$ cat src/rtl/load_store_unit.sv
// rtl/load_store_unit.sv - initiator side of the CPU data-memory interface
//
// Takes one load/store at a time over req_valid/req_ready. It checks alignment,
// drives the data-memory strobes, waits MEM_LATENCY extra cycles for loads and
// returns a one-cycle response. Load data is sign- or zero-extended.
//
// Ports:
//   clk, reset                      clock, synchronous active-high reset
//   req_valid/req_ready             request handshake (accept on valid && ready)
//   req_is_store, req_size,         request fields, latched on accept
//   req_signed, req_addr, req_wdata
//   resp_valid, resp_rdata,         one-cycle response; rdata/fault held until next
//   resp_fault
//   memRead, memWrite, address,     data-memory side; address/writeData/Byte_Warning
//   writeData, Byte_Warning,        hold their last value while idle
//   readData
module load_store_unit #(
  parameter int MEM_LATENCY = 0,
  parameter int CNT_W       = 4
) (
  input  logic        clk,
  input  logic        reset,
  input  logic        req_valid,
  output logic        req_ready,
  input  logic        req_is_store,
  input  logic [1:0]  req_size,
  input  logic        req_signed,
  input  logic [31:0] req_addr,
  input  logic [31:0] req_wdata,
  output logic        resp_valid,
  output logic [31:0] resp_rdata,
  output logic        resp_fault,
  output logic        memRead,
  output logic        memWrite,
  output logic [31:0] address,
  output logic [31:0] writeData,
  output logic [1:0]  Byte_Warning,
  input  logic [31:0] readData
);

  typedef enum logic [1:0] {IDLE, ACCESS, WAIT, RESP} state_t;

  // Counter value on which readData is sampled in WAIT.
  localparam int LAST_I = (MEM_LATENCY > 0) ? MEM_LATENCY - 1 : 0;
  localparam logic [CNT_W-1:0] LAST = LAST_I[CNT_W-1:0];
  localparam logic [CNT_W-1:0] ONE  = {{(CNT_W-1){1'b0}}, 1'b1};

  state_t            state, state_nxt;
  logic              is_store_q, signed_q;
  logic [1:0]        size_q, lane_q;
  logic [31:0]       addr_q, wdata_q;
  logic [1:0]        bw_q;
  logic [CNT_W-1:0]  cnt_q;
  logic [31:0]       rdata_q;
  logic              fault_q;

  logic              accept, fault_in, load_done;
  logic [31:0]       store_data;

  function automatic logic [31:0] extend(input logic [31:0] word,
                                         input logic [1:0]  lane,
                                         input logic [1:0]  size,
                                         input logic        sgn);
    logic [31:0] sh;
    sh = word >> {lane, 3'b000};
    case (size)
      2'b10:   extend = sgn ? {{24{sh[7]}}, sh[7:0]} : {24'b0, sh[7:0]};
      2'b01:   extend = sgn ? {{16{sh[15]}}, sh[15:0]} : {16'b0, sh[15:0]};
      default: extend = word;
    endcase
  endfunction

  assign accept   = req_valid && (state == IDLE);
  assign fault_in = (req_size == 2'b11) ||
                    (req_size == 2'b01 && req_addr[0]) ||
                    (req_size == 2'b00 && req_addr[1:0] != 2'b00);

  // Narrow stores are replicated across all lanes so the memory can pick its lane.
  always_comb begin
    store_data = req_wdata;
    case (req_size)
      2'b10:   store_data = {4{req_wdata[7:0]}};
      2'b01:   store_data = {2{req_wdata[15:0]}};
      default: store_data = req_wdata;
    endcase
  end

  assign load_done = !is_store_q &&
                     ((state == ACCESS && MEM_LATENCY == 0) ||
                      (state == WAIT && cnt_q == LAST));

  always_comb begin
    state_nxt = state;
    case (state)
      IDLE:   if (accept) state_nxt = fault_in ? RESP : ACCESS;
      ACCESS: state_nxt = (is_store_q || MEM_LATENCY == 0) ? RESP : WAIT;
      WAIT:   if (cnt_q == LAST) state_nxt = RESP;
      RESP:   state_nxt = IDLE;
      default: state_nxt = IDLE;
    endcase
  end

  always_ff @(posedge clk) begin
    if (reset) begin
      state      <= IDLE;
      is_store_q <= 1'b0;
      signed_q   <= 1'b0;
      size_q     <= 2'b00;
      lane_q     <= 2'b00;
      addr_q     <= 32'b0;
      wdata_q    <= 32'b0;
      bw_q       <= 2'b00;
      cnt_q      <= '0;
      rdata_q    <= 32'b0;
      fault_q    <= 1'b0;
    end else begin
      state <= state_nxt;
      if (accept) begin
        is_store_q <= req_is_store;
        signed_q   <= req_signed;
        size_q     <= req_size;
        lane_q     <= req_addr[1:0];
        if (fault_in) begin
          rdata_q <= 32'b0;
          fault_q <= 1'b1;
        end else if (req_is_store) begin
          addr_q  <= req_addr;
          bw_q    <= req_size;
          wdata_q <= store_data;
        end else begin
          // Loads always fetch the whole aligned word and extract locally.
          addr_q <= {req_addr[31:2], 2'b00};
          bw_q   <= 2'b00;
        end
      end
      if (state == ACCESS) cnt_q <= '0;
      else if (state == WAIT) cnt_q <= cnt_q + ONE;
      if (state == ACCESS && is_store_q) begin
        rdata_q <= 32'b0;
        fault_q <= 1'b0;
      end
      if (load_done) begin
        rdata_q <= extend(readData, lane_q, size_q, signed_q);
        fault_q <= 1'b0;
      end
    end
  end

  // All outputs are forced low for as long as reset is held.
  assign req_ready    = !reset && (state == IDLE);
  assign resp_valid   = !reset && (state == RESP);
  assign resp_rdata   = reset ? 32'b0 : rdata_q;
  assign resp_fault   = !reset && fault_q;
  assign memRead      = !reset && ((state == ACCESS && !is_store_q) || state == WAIT);
  assign memWrite     = !reset && (state == ACCESS) && is_store_q;
  assign address      = reset ? 32'b0 : addr_q;
  assign writeData    = reset ? 32'b0 : wdata_q;
  assign Byte_Warning = reset ? 2'b00 : bw_q;

endmodule

$ cat config.mk
export PLATFORM = sky130hd
export DESIGN_NAME = load_store_unit
export DESIGN_NICKNAME = d
export VERILOG_FILES = /design/src/rtl/load_store_unit.sv
export SDC_FILE = /design/constraint.sdc
export NUM_CORES = 1
export LEC_CHECK = 0
export ABC_CLOCK_PERIOD_IN_PS = 2110
export CORE_ASPECT_RATIO = 0.7
export CORE_MARGIN = 2
export CORE_UTILIZATION = 45
export DETAILED_ROUTE_END_ITERATION = 10
export PLACE_DENSITY_LB_ADDON = 0.12
export SLEW_MARGIN = 10
export SYNTH_ARGS = -nofsm -noshare
export SYNTH_HDL_FRONTEND = slang
export SYNTH_SLANG_ARGS = --single-unit
export TNS_END_PERCENT = 10
$ cat constraint.sdc
create_clock -name clk -period 2.11 [get_ports clk]
set_input_delay 0.211 -clock clk [delete_from_list [all_inputs] [get_ports clk]]
set_output_delay 0.211 -clock clk [all_outputs]
set_load 0.01 [all_outputs]
==> run summary <==
In this run the horizontal extent of the chip is 136 um. The tools report the number of buffers created by CTS as 9. At the end of routability-driven placement, the weighted congestion stood at 0.907. The number of nets in the synthesized netlist is 769.

The tools report the buffer cell driving the clock tree root as clkbuf_16. Capture point of the critical path: wdata_q[25]. Number of pins exceeding their max-slew limit in the final report: 0. The number of top-level design ports was 206; the required time at the worst-slack endpoint was 2.39 ns. The final routed wirelength across all metal layers was 16,700 um; the worst supply voltage drop on vdd was 0.000460 V. The count of nets left with antenna violations once routing finished came out at 0.

The depth of the most critical reg-to-reg path works out to 8. Sorting the synthesized cells by how often they occur yields 122 x nand2_1, 111 x dfxtp_1, 103 x nor2b_1. The most common cell in the synthesized netlist is nand2_1. The flow ran to the end, and the final reports show no timing, DRC or antenna violations. The longest clock path from root to sink contains 2 buffers. In the final timing run, aggregate negative setup slack is 0 ns. The run gives 5520 um^2 as the synthesized cell area. The total global routing track utilization came out at 0.250.

The number of search-and-repair iterations in the first detailed-routing pass is 5, and the number of enable flip-flop cells after synthesis is 0. TritonCTS built the clock tree. In this run the worst path has a maximum fanout of 32. The top cell type's share of synthesized area was 0.402; the maximum level of the CTS H-tree was 3. The area of combinational cells with multiple inputs was 3040 um^2. STA classifies the critical path startpoint as an input port.

Once layout is done, the placed cells without fillers occupy 8220 um^2. Ranked by total cell area, the synthesized netlist is headed by dfxtp_1 40%, nor2b_1 12%, nand2_1 8.3%. The layout cell share with drive strength beyond 1 is 0.0817.

The worst setup path is captured at a register. For the post-CTS repair timing setup buffer count, the log shows 0. The starting utilization of the core area was 0.466; the via total after detailed routing was 5,409. After detailed routing, the average wire length per cell comes to 16.4 um. Final critical-path required period: 1.99 ns. The die area came out at 13,200 um^2.

Clock latency on the worst-skew pair, taken at its later pin, is 0.35 ns. In the routed design, unresolved DRC markers number 0. For the share of the core filled with cells in the final layout, the log shows 0.693. Setup repair after global routing left no endpoint under its margin. Clock tree synthesis found a total of 111 sinks. The number of hold violations in the final report came out at 0. CTS clock-pin slew for the worst setup and hold paths: 0.07 ns.

The die height is 96.7 um, and the total of flip-flops plus latches after synthesis is 111. The start point of the critical path was req_size[0]. The run gives 2.99 nW as the leakage power summed over all cells.

The critical setup path kind is in -> reg. The first-iteration detailed-routing DRC count is 459, and the number of nets in the finished design is 967. The number of different library cells used by synthesis comes to 47. Each instance of the synthesized netlist takes up on average 8.45 um^2.

After detailed routing, the number of vias per cell comes to 5.33. For the final database, setup skew stands at 0.00830 ns. The critical-path cell with the highest stage delay was clkdlybuf4s50_1. The proportion of synthesized chip area in sequential cells is 0.402. Summed over all nets, the half-perimeter wirelength after detailed placement is 12,400 um. The pin count of the biggest net entering global routing was 59. Fill cells in the final layout number 932. The post-place instance area was 7880 um^2; the non-filler instance count after layout was 1,014.

The highest clock frequency the design can meet was 502 MHz. The via count of the first global-routing pass is 4,984, and the slew at the pin with the worst max-slew slack is 0.431 ns. In this run the core area contains 33 standard-cell rows. The worst register-to-register path has a setup slack of 0.23 ns. The cell taking the most area after synthesis was dfxtp_1. The largest incremental delay on the critical path works out to 0.54 ns. Counting buffers and inverters, the worst setup path is 9 cells deep. Layout overhead on the synthesized area: 48.7%. Including well taps, the total number of placed cells is 998. At the worst endpoint, the arrival time is 2.27 ns. The run gives 11,900 um^2 as the core footprint. The run gives 0 as the Yosys warning count. The worst register-to-register path begins at state[1].

The ratio of final minimum period to clock period works out to 0.945. The run gives 654 as the gate count of the mapped netlist. The first global-routing pass estimated 26,000 um of wire.

The tools report the remaining max-slew budget at the tightest pin as 0.713. The share of flip-flops with an asynchronous set or reset after synthesis works out to 0. The tools report the total of max-cap violations as 0. Power per unit of standard cell area: 706 nW/um^2. In the synthesized netlist the dominant register cell turns out to be dfxtp_1. The number of failing setup endpoints in the final timing report was 0; the buffering stage count on the worst path with inverters included was 4. Port buffering added 205 buffers. The initial antenna violation count is 0, and the number of antenna cells inserted is 0. Gate family responsible for the most delay along the worst path: buffers and inverters. The min-delay analysis places its worst path in the category in -> reg.

The endpoint identified for the worst register-to-register timing path is wdata_q[25]. The register area came out at 2220 um^2. The sum of overflow across all layers after global routing came out at 0. Traced cell by cell, the critical path runs through clkdlybuf4s50_1, inv_1, ha_1, or3_4, buf_4, a21oi_2, buf_12, o211ai_1, a21oi_1.
==> cell families after synthesis <==
kind of cell | share of synthesized area
XOR/XNOR | 0.00476
flip-flops | 0.402
adder cells (fa/ha/maj) | 0.0272
AND/OR/NAND/NOR | 0.256
AO/OA/AOI/OAI | 0.207
multiplexers | 0.0521
buffers and inverters | 0.0503
==> state kept, by name (all words and copies together), names as in the netlist <==
name and cells:
fault_q 1, size_q 2, wdata_q 32, state 2, rdata_q 32, bw_q 2, cnt_q 4, signed_q 1
addr_q 32, is_store_q 1, lane_q 2
==> metrics by stage <==
step	total power (W)	worst slack, ns	hold slack [ns]
floorplan	0.00328	0.230	0.347
detailed placement	0.00404	-0.246	0.442
global route	0.00608	0.00954	0.324
global placement	0.00400	-0.176	0.434
CTS	0.00582	0.0447	0.306
finish	0.00580	0.116	0.311
==> area by class of cell <==
type | count | share of cell area
Inverter | 11 | 0.00503
Sequential cell | 111 | 0.271
Clock buffer | 9 | 0.0274
Timing Repair Buffer | 240 | 0.292
Clock inverter | 7 | 0.0110
Multi-Input combinational cell | 479 | 0.370
Tap cell | 157 | 0.0239
==> worst reg2reg max path, cell delays in order (launching register included) <==
cell,delay (ns)
dfxtp_1,0.34
inv_1,0.12
ha_1,0.25
and2_1,0.25
nand2_1,0.13
a21oi_2,0.22
buf_12,0.21
o211ai_1,0.14
a21oi_1,0.17
==> worst min-delay path by stage <==
stage                 end         start  cells past startpoint
3_3_place_gp    addr_q[1]     addr_q[1]                      2
2_1_floorplan  addr_q[10]  req_addr[10]                      2
4_1_cts         lane_q[1]         reset                      2
5_1_grt         size_q[1]         reset                      2
6_report        size_q[1]         reset                      2
3_5_place_dp    addr_q[2]     addr_q[2]                      2
==> what timing repair did <==
item                                    4_1_cts  5_1_grt
endpoints found under the hold margin         0        0
gates resized for setup                       2        2
hold buffers                                  0        0
endpoints found under the setup margin        1        2
==> layout by cell type, fill, tap and decap left out, drive strengths merged, types with 3 or more instances in the layout <==
cell,n
clkdlybuf4s50,203
nor2b,103
nand3b,7
o21ai,15
nor3,6
mux2i,13
a21oi,77
a221o,24
clkbuf,9
ha,12
and3,8
buf,36
inv,12
nand2,123
o2bb2ai,15
clkinv,3
dfxtp,111
nor2,13
mux4,7
o211ai,16
nand3,5
a22oi,16
==> routing by layer <==
| metal | GRT usage | wire length, um |
|---|---|---|
| met5 | 0 | 0 |
| met1 | 0.373 | 7840 |
| met4 | 0.0401 | 139 |
| met2 | 0.361 | 7180 |
| met3 | 0.0713 | 1520 |
==> report_power, final <==
part	internal [W]	switching, W	leakage [nW]
clock network	0.000946	0.000826	0.147
logic	0.000827	0.000820	1.94
registers	0.00230	0.0000791	0.904
(Power assumes the default switching activity.)
